`src/rtl/vx_dvg_arb_pkg.sv`:
```
// Shared types and sizing for the divergence arbiter in front of the IPDOM split/join unit.
package vx_dvg_arb_pkg;

  localparam int NUM_THREADS = 4;
  localparam int NUM_WARPS   = 4;
  localparam int NW_WIDTH    = (NUM_WARPS > 1) ? $clog2(NUM_WARPS) : 1;

  // IPDOM stack capacity per warp is one less than the thread count, never below 1.
  localparam int DVG_DEPTH_MAX = (NUM_THREADS > 1) ? NUM_THREADS - 1 : 1;
  localparam int DVG_DEPTHW    = $clog2(DVG_DEPTH_MAX + 1);

  typedef struct packed {
    logic                   valid;
    logic                   is_dvg;
    logic [NUM_THREADS-1:0] then_tmask;
    logic [NUM_THREADS-1:0] else_tmask;
    logic [31:0]            next_pc;
  } split_t;

  typedef struct packed {
    logic                  valid;
    logic                  is_dvg;
    logic [DVG_DEPTHW-1:0] stack_ptr;
  } join_t;

endpackage

```
`src/rtl/vx_dvg_arb_rr.sv`:
```
// Lock-free round-robin arbiter with a one-hot grant; the priority pointer
// moves past the winner and holds when nothing is granted.
module vx_dvg_arb_rr #(
  parameter int NUM_REQS = 2
) (
  input  logic                clk,
  input  logic                reset,
  input  logic [NUM_REQS-1:0] requests,
  output logic [NUM_REQS-1:0] grant,
  output logic                grant_valid
);

  localparam int PTRW = (NUM_REQS > 1) ? $clog2(NUM_REQS) : 1;

  logic [PTRW-1:0] ptr_q;
  logic [PTRW-1:0] ptr_next;

  // Scan requesters starting at the pointer and take the first one asserted.
  always_comb begin
    int idx;
    idx         = 0;
    grant       = '0;
    grant_valid = 1'b0;
    ptr_next    = ptr_q;
    for (int i = 0; i < NUM_REQS; i++) begin
      idx = int'(ptr_q) + i;
      if (idx >= NUM_REQS) idx = idx - NUM_REQS;
      if (!grant_valid && requests[idx]) begin
        grant[idx]  = 1'b1;
        grant_valid = 1'b1;
        ptr_next    = (idx == NUM_REQS - 1) ? '0 : PTRW'(idx + 1);
      end
    end
  end

  // Priority pointer register.
  always_ff @(posedge clk) begin
    if (reset) ptr_q <= '0;
    else       ptr_q <= ptr_next;
  end

endmodule

```
`src/rtl/vx_dvg_arb.sv`:
```
// Split/join arbitration in front of the IPDOM unit: round-robin grant,
// per-warp divergence depth tracking with overflow/underflow screening,
// and a per-warp join-pending lock until the join result returns.
module vx_dvg_arb
  import vx_dvg_arb_pkg::*;
#(
  parameter int NUM_REQS   = 2,
  parameter int THREAD_CNT = NUM_THREADS,
  parameter int DEPTH_MAX  = (THREAD_CNT > 1) ? THREAD_CNT - 1 : 1,
  parameter int DEPTHW     = $clog2(DEPTH_MAX + 1)
) (
  input  logic                                  clk,
  input  logic                                  reset,
  input  logic [NUM_REQS-1:0]                   req_valid,
  input  logic [NUM_REQS-1:0][NW_WIDTH-1:0]     req_wid,
  input  split_t [NUM_REQS-1:0]                 req_split,
  input  join_t  [NUM_REQS-1:0]                 req_sjoin,
  output logic [NUM_REQS-1:0]                   req_ready,
  output logic                                  sj_valid,
  output logic [NW_WIDTH-1:0]                   sj_wid,
  output split_t                                sj_split,
  output join_t                                 sj_sjoin,
  input  logic                                  join_valid,
  input  logic [NW_WIDTH-1:0]                   join_wid,
  output logic [NUM_WARPS-1:0]                  warp_busy,
  output logic [NUM_WARPS-1:0][DEPTHW-1:0]      dvg_depth,
  output logic                                  err_overflow,
  output logic                                  err_underflow,
  output logic                                  err_proto
);

  localparam logic [DEPTHW-1:0] DEPTH_MAX_W = DEPTHW'(DEPTH_MAX);

  logic [NUM_WARPS-1:0] pending;
  logic [NUM_REQS-1:0]  eligible;
  logic                 any_grant;

  logic [NW_WIDTH-1:0]  g_wid;
  split_t               g_split;
  join_t                g_sjoin;
  split_t               fwd_split;
  join_t                fwd_sjoin;
  logic [DEPTHW-1:0]    cur_depth;
  logic                 join_taken;
  logic                 do_push;
  logic                 do_pop;
  logic                 set_ovf;
  logic                 set_unf;
  logic                 set_proto;

  assign warp_busy = pending;

  // A warp with a join in flight cannot issue; there is no same-cycle bypass.
  always_comb begin
    eligible = '0;
    for (int i = 0; i < NUM_REQS; i++) begin
      eligible[i] = req_valid[i] && !pending[req_wid[i]];
    end
  end

  vx_dvg_arb_rr #(
    .NUM_REQS (NUM_REQS)
  ) u_rr (
    .clk         (clk),
    .reset       (reset),
    .requests    (eligible),
    .grant       (req_ready),
    .grant_valid (any_grant)
  );

  // Select the granted request (grant is one-hot).
  always_comb begin
    g_wid   = '0;
    g_split = '0;
    g_sjoin = '0;
    for (int i = 0; i < NUM_REQS; i++) begin
      if (req_ready[i]) begin
        g_wid   = req_wid[i];
        g_split = req_split[i];
        g_sjoin = req_sjoin[i];
      end
    end
  end

  // Screen the granted request against the warp's stack depth and patch the payload.
  always_comb begin
    cur_depth  = dvg_depth[g_wid];
    fwd_split  = g_split;
    fwd_sjoin  = g_sjoin;
    join_taken = 1'b0;
    do_push    = 1'b0;
    do_pop     = 1'b0;
    set_ovf    = 1'b0;
    set_unf    = 1'b0;
    set_proto  = 1'b0;
    if (any_grant) begin
      // A request carrying both a split and a join keeps the split only; the
      // dropped join never reaches the IPDOM unit, so no return will follow.
      if (g_split.valid && g_sjoin.valid) begin
        set_proto       = 1'b1;
        fwd_sjoin.valid = 1'b0;
      end
      join_taken = g_sjoin.valid && !g_split.valid;
      if (g_split.valid && g_split.is_dvg) begin
        if (cur_depth == DEPTH_MAX_W) begin
          fwd_split.is_dvg = 1'b0;
          set_ovf          = 1'b1;
        end else begin
          do_push = 1'b1;
        end
      end
      if (join_taken && g_sjoin.is_dvg) begin
        if (cur_depth == '0) begin
          fwd_sjoin.is_dvg = 1'b0;
          set_unf          = 1'b1;
        end else begin
          do_pop = 1'b1;
        end
      end
    end
  end

  for (genvar w = 0; w < NUM_WARPS; w++) begin : g_warp
    logic [DEPTHW-1:0] depth_q;
    logic              pending_q;
    logic              hit;

    assign hit          = any_grant && (g_wid == NW_WIDTH'(w));
    assign dvg_depth[w] = depth_q;
    assign pending[w]   = pending_q;

    // Depth follows accepted pushes/pops; pending is held from join grant to join return.
    always_ff @(posedge clk) begin
      if (reset) begin
        depth_q   <= '0;
        pending_q <= 1'b0;
      end else begin
        if (hit && do_push)     depth_q <= depth_q + DEPTHW'(1);
        else if (hit && do_pop) depth_q <= depth_q - DEPTHW'(1);
        if (hit && join_taken)
          pending_q <= 1'b1;
        else if (join_valid && (join_wid == NW_WIDTH'(w)))
          pending_q <= 1'b0;
      end
    end
  end

  // Sticky error flags, cleared only by reset.
  always_ff @(posedge clk) begin
    if (reset) begin
      err_overflow  <= 1'b0;
      err_underflow <= 1'b0;
      err_proto     <= 1'b0;
    end else begin
      err_overflow  <= err_overflow  | set_ovf;
      err_underflow <= err_underflow | set_unf;
      err_proto     <= err_proto     | set_proto;
    end
  end

  // Output register stage; payload holds its last value when idle.
  always_ff @(posedge clk) begin
    if (reset) begin
      sj_valid <= 1'b0;
      sj_wid   <= '0;
      sj_split <= '0;
      sj_sjoin <= '0;
    end else begin
      sj_valid <= any_grant;
      if (any_grant) begin
        sj_wid   <= g_wid;
        sj_split <= fwd_split;
        sj_sjoin <= fwd_sjoin;
      end
    end
  end

endmodule

```
`config.mk`:
```
export PLATFORM = sky130hd
export DESIGN_NAME = vx_dvg_arb
export DESIGN_NICKNAME = d
export VERILOG_FILES = /design/src/rtl/vx_dvg_arb_pkg.sv /design/src/rtl/vx_dvg_arb_rr.sv /design/src/rtl/vx_dvg_arb.sv
export SDC_FILE = /design/constraint.sdc
export NUM_CORES = 1
export LEC_CHECK = 0
export ABC_AREA = 0
export ABC_CLOCK_PERIOD_IN_PS = 2750
export BUFFER_PORTS_ARGS = -buffer_cell sky130_fd_sc_hd__buf_2
export CORE_MARGIN = 8
export CORE_UTILIZATION = 26
export DETAILED_ROUTE_END_ITERATION = 10
export GPL_ROUTABILITY_DRIVEN = 0
export SYNTH_ARGS = -nofsm -noshare
export SYNTH_HDL_FRONTEND = slang
export SYNTH_SLANG_ARGS = --single-unit
```
`constraint.sdc`:
```
create_clock -name clk -period 2.75 [get_ports clk]
set_input_delay 0.1375 -clock clk [delete_from_list [all_inputs] [get_ports clk]]
set_output_delay 0.1375 -clock clk [all_outputs]
set_load 0.02 [all_outputs]
```
==> summary by stage, run 1 <==
Logic synthesis
The sequential share of the synthesized area is 42.5%. The dominant synthesized flop cell is sky130_fd_sc_hd__dfxtp_1. Counting flops and latches in the post-synthesis netlist gives 65. The count of distinct cell types in the synthesized netlist is 47. The number of warning messages in the yosys log is 0.

Counting flops with a built-in enable in the synthesized netlist gives 0. In this run the biggest area consumer among cell types represents 42.5% of the synthesized area. sky130_fd_sc_hd__dfxtp_1 takes more of the synthesized area than any other cell. The post-synthesis async set-or-reset flop share is 0%. The netlist area before placement is 3060 sq um. Ranked by total cell area, the synthesized netlist is headed by sky130_fd_sc_hd__dfxtp_1, sky130_fd_sc_hd__o22ai_1, sky130_fd_sc_hd__nor2_1.

Synthesis produced 381 cells. The number of nets in the synthesized netlist is 484. The post-synthesis average cell area is 8.03 sq um.

Drt
In the final routed layout, each cell accounts on average for 16.5 microns. The overall routed net length is 11500 microns. The count of nets left with antenna violations once routing finished came out at 0. The DRC violation total after the first TritonRoute iteration is 224.

The detailed router placed 3564 vias in this run. After detailed routing, the number of vias per cell comes to 5.14. The number of detailed-route iterations in the first pass is 4.

The DRC violations left is 0.

STA
Setup repair after global routing left no endpoint under its margin. The final setup slack of the worst path is 158 ps. The actual transition at the worst max-transition pin is 773 ps. The number of endpoints failing setup at the final stage is 0. Timing would allow up to 386 MHz. The max-slew violation count is 0.

The post-route fraction of the period consumed by the critical path is 94.2%. The number of hold violations in the final report came to 0. The setup skew after layout is 6.99 ps. The clock period could shrink to 2590 ps.

Final hold analysis gives a worst-case slack of 94.8 ps. In this run the tightest slew margin relative to its limit is 48.5%.

Global route
The via count of the first global-routing pass is 3760. The first global-routing pass estimated 18300 microns of wire. The number of antenna violations at the first check in global routing is 0. The total global routing overflow is 0. The total track usage is 14.2%.

Entering global routing, the biggest net connects 44 pins.

Place
The instance area after placement is 4060 sq um. The quantity of I/O buffers inserted on ports is 168. The HPWL after detailed placement is 8650 microns. The pre-CTS worst setup slack is -65.6 ps. In this run, placement finished with an instance count of 677.

Clocking
Clock tree synthesis selected as its root buffer the cell sky130_fd_sc_hd__clkbuf_16. Buffers inserted during clock tree synthesis total 9. The maximum level of the CTS H-tree is 3.

The clock tree from TritonCTS is yes. The total clock sinks is 65. Clock latency on the worst-skew pair, taken at its later pin, is 320 ps. The hold-fix buffer count after cts is 0.

The buffer depth of the longest clock path is 2. The clock edge transition at the registers on the reported setup and hold paths is 60 ps.

Outcome
The run finished with clean final reports.

Critical path
For the worst setup path, the data arrival time is 2800 ps. The worst setup path is of the flop to flop kind. STA classifies the critical path startpoint as a flop.

Data on the critical path is required at its endpoint by 2960 ps. The largest fanout of any net on the critical path is 7. The nature of the critical path endpoint is a flop.

Floorplan
After floorplanning, the core was divided into 39 placement rows. The number of ports placed on the die boundary is 169. The die covers 15500 sq um. The starting density of the core is 26.7%.

From left edge to right edge, the die measures 124 microns. The core footprint is 11500 sq um. The die is 124 microns tall.

Cells and area
For this run, the post-layout net count is 649. The area growth from synthesis to layout is 44.4%. Summing all non-filler instances in the final layout gives an area of 4420 sq um. In the final layout, the share of cells above drive strength 1 is 38.3%. The number of antenna diodes in the final layout is 0.

For this run, the number of standard cells in the final layout without fillers is 694.

Power and ir drop
The cell area power density is 681 nW/um^2. The static leakage is 2.08 nW. The worst voltage drop across the vdd grid is 0.308 mV.

Min path
In this run the worst hold path is classified as primary input to flop.

Job
Max-cap violations in this run came to 0.
## worst max-delay path, cell delays in order, from the launching register on
cell	delay, ps
sky130_fd_sc_hd__dfxtp_1	350
sky130_fd_sc_hd__mux2i_1	270
sky130_fd_sc_hd__nand2_1	190
sky130_fd_sc_hd__or4_1	560
sky130_fd_sc_hd__nand3_1	160
sky130_fd_sc_hd__mux2i_4	130
sky130_fd_sc_hd__a21o_1	190
sky130_fd_sc_hd__a211oi_1	280
sky130_fd_sc_hd__mux2_1	350
## sequential cells by signal (all words and copies together) (netlist names)
register	count
err_underflow	1
g_warp.pending_q	4
sj_sjoin	4
sj_valid	1
g_warp.depth_q	8
sj_wid	2
err_proto	1
sj_split	42
u_rr.ptr_q	1
err_overflow	1
## report_power, final
part           internal [W]  switching (W)
Sequential          0.00103      0.0000561
Clock              0.000820       0.000415
Combinational      0.000260       0.000425
## layout make-up
type / count / area, sq um
fill: 1169 / 7050
multi-input combinational: 284 / 1650
timing repair buffer: 181 / 938
clock inverter: 4 / 76.3
tap: 143 / 179
clock buffer: 12 / 246
sequential: 65 / 1300
inverter: 5 / 21.3
## kinds of logic (layout without fill, tap and decap cells)
kind of cell | Yosys count | after routing | share of synthesized area [%]
flip-flops | 65 | 65 | 42.5
buffers and inverters | 32 | 202 | 4.42
AO/OA/AOI/OAI | 98 | 98 | 22.1
multiplexers | 10 | 10 | 3.97
AND/OR/NAND/NOR | 176 | 176 | 27.0
## worst paths after layout
check,from,end,slack (ps),cells past startpoint
max,g_warp[3].pending_q,g_warp[1].depth_q[1],160,8
min,req_split[78],sj_split[36],90,3
max reg2reg,g_warp[3].pending_q,g_warp[1].depth_q[1],160,8
min reg2reg,sj_wid[1],sj_wid[1],470,2
## routing by layer
layer / track usage [%] / up-vias / part of all wire, %
li1: - / 1725 / -
met1: 15.3 / 1681 / 41
met2: 25.3 / 146 / 51
met3: 4.43 / 12 / 6.7
met4: 5.32 / 0 / 1.3
met5: 0 / - / 0
## synthesized netlist by cell type (all sizes together), types with 3 or more instances
library cell and number:
nor3 46, o21ai 9, nand3b 3, nand4 4
nor2 68, o22ai 42, a21oi 15, o211ai 3
nand3 11, a211o 3, buf 8, and3 4
a22oi 6, mux2i 6, and2 5, or4 4
clkbuf 19, a22o 4, nand2 21, dfxtp 65
inv 5, mux2 4, nor2b 5
## through the flow
step	setup TNS [ps]	power [W]	utilization (%)
after CTS	0	0.00304	38.2
after detailed placement	-212	0.00178	35.4
after global routing	0	0.00315	38.5
final	0	0.00301	38.5
after global placement	0	0.00177	35.4
after floorplan	0	0.00151	-
## layout by cell type (no fill, tap or decap), types with 3 or more instances in the layout
| cell | Yosys | layout |
|---|---|---|
| sky130_fd_sc_hd__nor3_1 | 46 | 46 |
| sky130_fd_sc_hd__a22oi_1 | 4 | 4 |
| sky130_fd_sc_hd__o211ai_1 | 3 | 3 |
| sky130_fd_sc_hd__nor2b_1 | 5 | 5 |
| sky130_fd_sc_hd__nand3b_1 | 3 | 3 |
| sky130_fd_sc_hd__nand2_1 | 20 | 20 |
| sky130_fd_sc_hd__a211o_1 | 3 | 3 |
| sky130_fd_sc_hd__or4_1 | 4 | 4 |
| sky130_fd_sc_hd__o21ai_0 | 6 | 6 |
| sky130_fd_sc_hd__nand4_1 | 4 | 4 |
| sky130_fd_sc_hd__clkbuf_16 | 0 | 9 |
| sky130_fd_sc_hd__buf_2 | 0 | 168 |
| sky130_fd_sc_hd__a21oi_1 | 14 | 14 |
| sky130_fd_sc_hd__buf_4 | 4 | 13 |
| sky130_fd_sc_hd__and2_1 | 5 | 5 |
| sky130_fd_sc_hd__inv_1 | 3 | 3 |
| sky130_fd_sc_hd__o22ai_1 | 42 | 42 |
| sky130_fd_sc_hd__mux2i_1 | 4 | 3 |
| sky130_fd_sc_hd__nand3_1 | 11 | 11 |
| sky130_fd_sc_hd__and3_1 | 4 | 4 |
| sky130_fd_sc_hd__mux2_1 | 3 | 3 |
| sky130_fd_sc_hd__nor2_1 | 68 | 67 |
| sky130_fd_sc_hd__dfxtp_1 | 65 | 64 |
## timing repair
| item | 4_1_cts | 5_1_grt |
|---|---|---|
| buffers inserted | 0 | 1 |
| gates resized for setup | 1 | 6 |
| cloned | 0 | 0 |
| endpoints found under the setup margin | 4 | 7 |
Note: power is estimated with default switching activity, not from simulation.
==> inputs of run 2 (changes only) <==
ABC_CLOCK_PERIOD_IN_PS = 2900   (was 2750)
clock period = 2.9 ns   (was 2.75 ns; I/O delays follow)
==> summary by stage, run 2 (synthesis results as in run 1) <==
Outcome
The flow ran to the end, and the final reports show no timing, DRC or antenna violations.

Job
The tool flagged a number of max-cap violations equal to 0.

Cells and area
The net total in the final layout is 645. The most common library cell in the layout ignoring fill and taps is sky130_fd_sc_hd__buf_2. The library cells used most frequently in the layout, excluding fill and tap cells, are sky130_fd_sc_hd__buf_2, sky130_fd_sc_hd__nor2_1, sky130_fd_sc_hd__dfxtp_1, sky130_fd_sc_hd__nor3_1, sky130_fd_sc_hd__o22ai_1.

The final core utilization is 38.0%. The share of cells above drive strength 1 is 38.2%. The repair_antennas step left the layout with diodes totalling 0.

The register with the most flip-flops in the layout has 42 of them. Compared with the post-synthesis result, the final layout area differs by 42.4%. After routing the design area is 4360 sq um.

The register with the most flip-flops is sj_split. In the final layout, the registers with the most flip-flops are sj_split (42), g_warp.depth_q (8).

Global route
The via count of the first global-routing pass came to 3556. After global routing the overflow that remains totals 0. The total track usage is 13.9%. The first global-routing pass estimated 18100 microns of wire. The number of antenna violations at the first check in global routing came to 0. Entering global routing, the biggest net connects 43 pins.

Clocking
In this run the clock root is driven by a sky130_fd_sc_hd__clkbuf_16. After clock tree synthesis, the flow added hold-fix buffers numbering 0. The insertion delay to the later sink of the worst-skew pair is 320 ps. The number of buffers created by CTS is 9. TritonCTS built the clock tree. The buffer depth of the longest clock path is 2.

The maximum level of the CTS H-tree is 3. The clock edge transition at the registers on the reported setup and hold paths is 60 ps. The clock drives 65 sinks.

Floorplan
In this run the core area contains 39 standard-cell rows. The core footprint is 11500 sq um. The width of the die is 124 microns.

The number of ports placed on the die boundary is 169. The die extent in y is 124 microns. The starting density of the core is 26.7%. The area of the die is 15500 sq um.

STA
Setup violations remaining at the end of the flow were counted as 0. Timing would allow up to 371 MHz. The max-slew violation count was 0.

For the final routed database, the setup TNS stands at 0 ps. The number of hold violations in the final report is 0. The worst slew slack as a fraction of its limit is 48.7%. Clock skew on the completed layout was measured at 7.28 ps.

The post-route fraction of the period consumed by the critical path is 93.0%. The worst hold slack across all endpoints is 100 ps. Setup repair after global routing left no endpoint under its margin. The actual transition at the worst max-transition pin is 769 ps.

The smallest clock period supported by the final layout is computed as 2700 ps.

Power and ir drop
The cell area power density is 630 nW/um^2. In this run the static leakage power is 2.04 nW. The worst voltage drop across the vdd grid is 0.285 mV.

Place
The count of buffers added on input and output ports is 168. Detailed placement ended at an HPWL of 8430 microns. In this run the cell area measured after placement is 4010 sq um.

Critical path
In this run the worst path has a maximum fanout of 11. In this design, the stage delay of the slowest critical-path cell is 550 ps. The type of the setup path with the least slack is flop to flop. STA classifies the critical path startpoint as a flop. The largest individual stage delay along the critical path comes from the cell sky130_fd_sc_hd__or4_1. STA puts the critical path data required time at 3150 ps. STA puts the critical path data arrival time at 2940 ps.

Traced cell by cell, the critical path runs through mux2i_1 > a22o_4 > nand2_1 > nand2_2 > inv_2 > a32oi_1 > nor2_2 > a21oi_2 > or4_1 > a21oi_1. The nature of the critical path endpoint is a flop.

Drt
The remaining antenna violation count is 0. The routed wirelength normalized by instance count is 16.2 microns. The DRC violation total after the first TritonRoute iteration is 222. The overall routed net length is 11200 microns.

In the routed design, unresolved DRC markers number 0. The via count is 3536. The number of detailed-route iterations in the first pass is 5. The per-cell via count in the routed design is 5.12.

Min path
The class of the tightest hold or removal check is primary input to flop.
[run 2: where the power goes]
| part | total [W] | switching, W | leakage, nW | internal [W] |
|---|---|---|---|---|
| Sequential | 0.00103 | 0.0000543 | 0.538 | 0.000979 |
| Combinational | 0.000633 | 0.000395 | 1.37 | 0.000238 |
| Clock | 0.00108 | 0.000417 | 0.137 | 0.000664 |
[run 2: worst paths after layout]
check | slack (ps) | start | end | depth (start not counted)
worst max-delay path | 200 | g_warp[1].pending_q | g_warp[0].depth_q[0] | 10
worst max register to register | 200 | g_warp[1].pending_q | g_warp[0].depth_q[0] | 10
worst min-delay path | 100 | req_split[76] | sj_split[34] | 3
worst min register to register | 470 | sj_split[41] | sj_split[41] | 2
[run 2: cell type report]
cell class	instances	area, sq um
sequential	65	1300
multi-input combinational	284	1650
timing repair buffer	177	908
tap	143	179
inverter	5	18.8
fill	1181	7110
clock buffer	9	225
clock inverter	7	71.3
[run 2: repair_timing]
item,4_1_cts,5_1_grt
setup buffers,0,3
gates resized for setup,0,5
setup endpoints to repair,0,4
[run 2: critical path: cells and delay by family (launching register included)]
kind / cells / cell delay, ps
mux: 1 / 170
flops: 1 / 420
buf+inv: 1 / 150
compound gates: 4 / 810
simple gates: 4 / 1080
[run 2: routing by layer]
layer | track usage [%] | routed length [microns]
met1 | 16.2 | 4850
met2 | 24.2 | 5540
met3 | 3.87 | 690
met4 | 3.83 | 110
met5 | 0 | 0
[run 2: stage by stage]
stage,instances,power (W),worst slack [ps]
global placement,671,0.00167,243
finish,690,0.00275,202
global route,690,0.00288,32.3
floorplan,381,0.00143,367
CTS,687,0.00277,47.6
detailed placement,671,0.00168,66.3
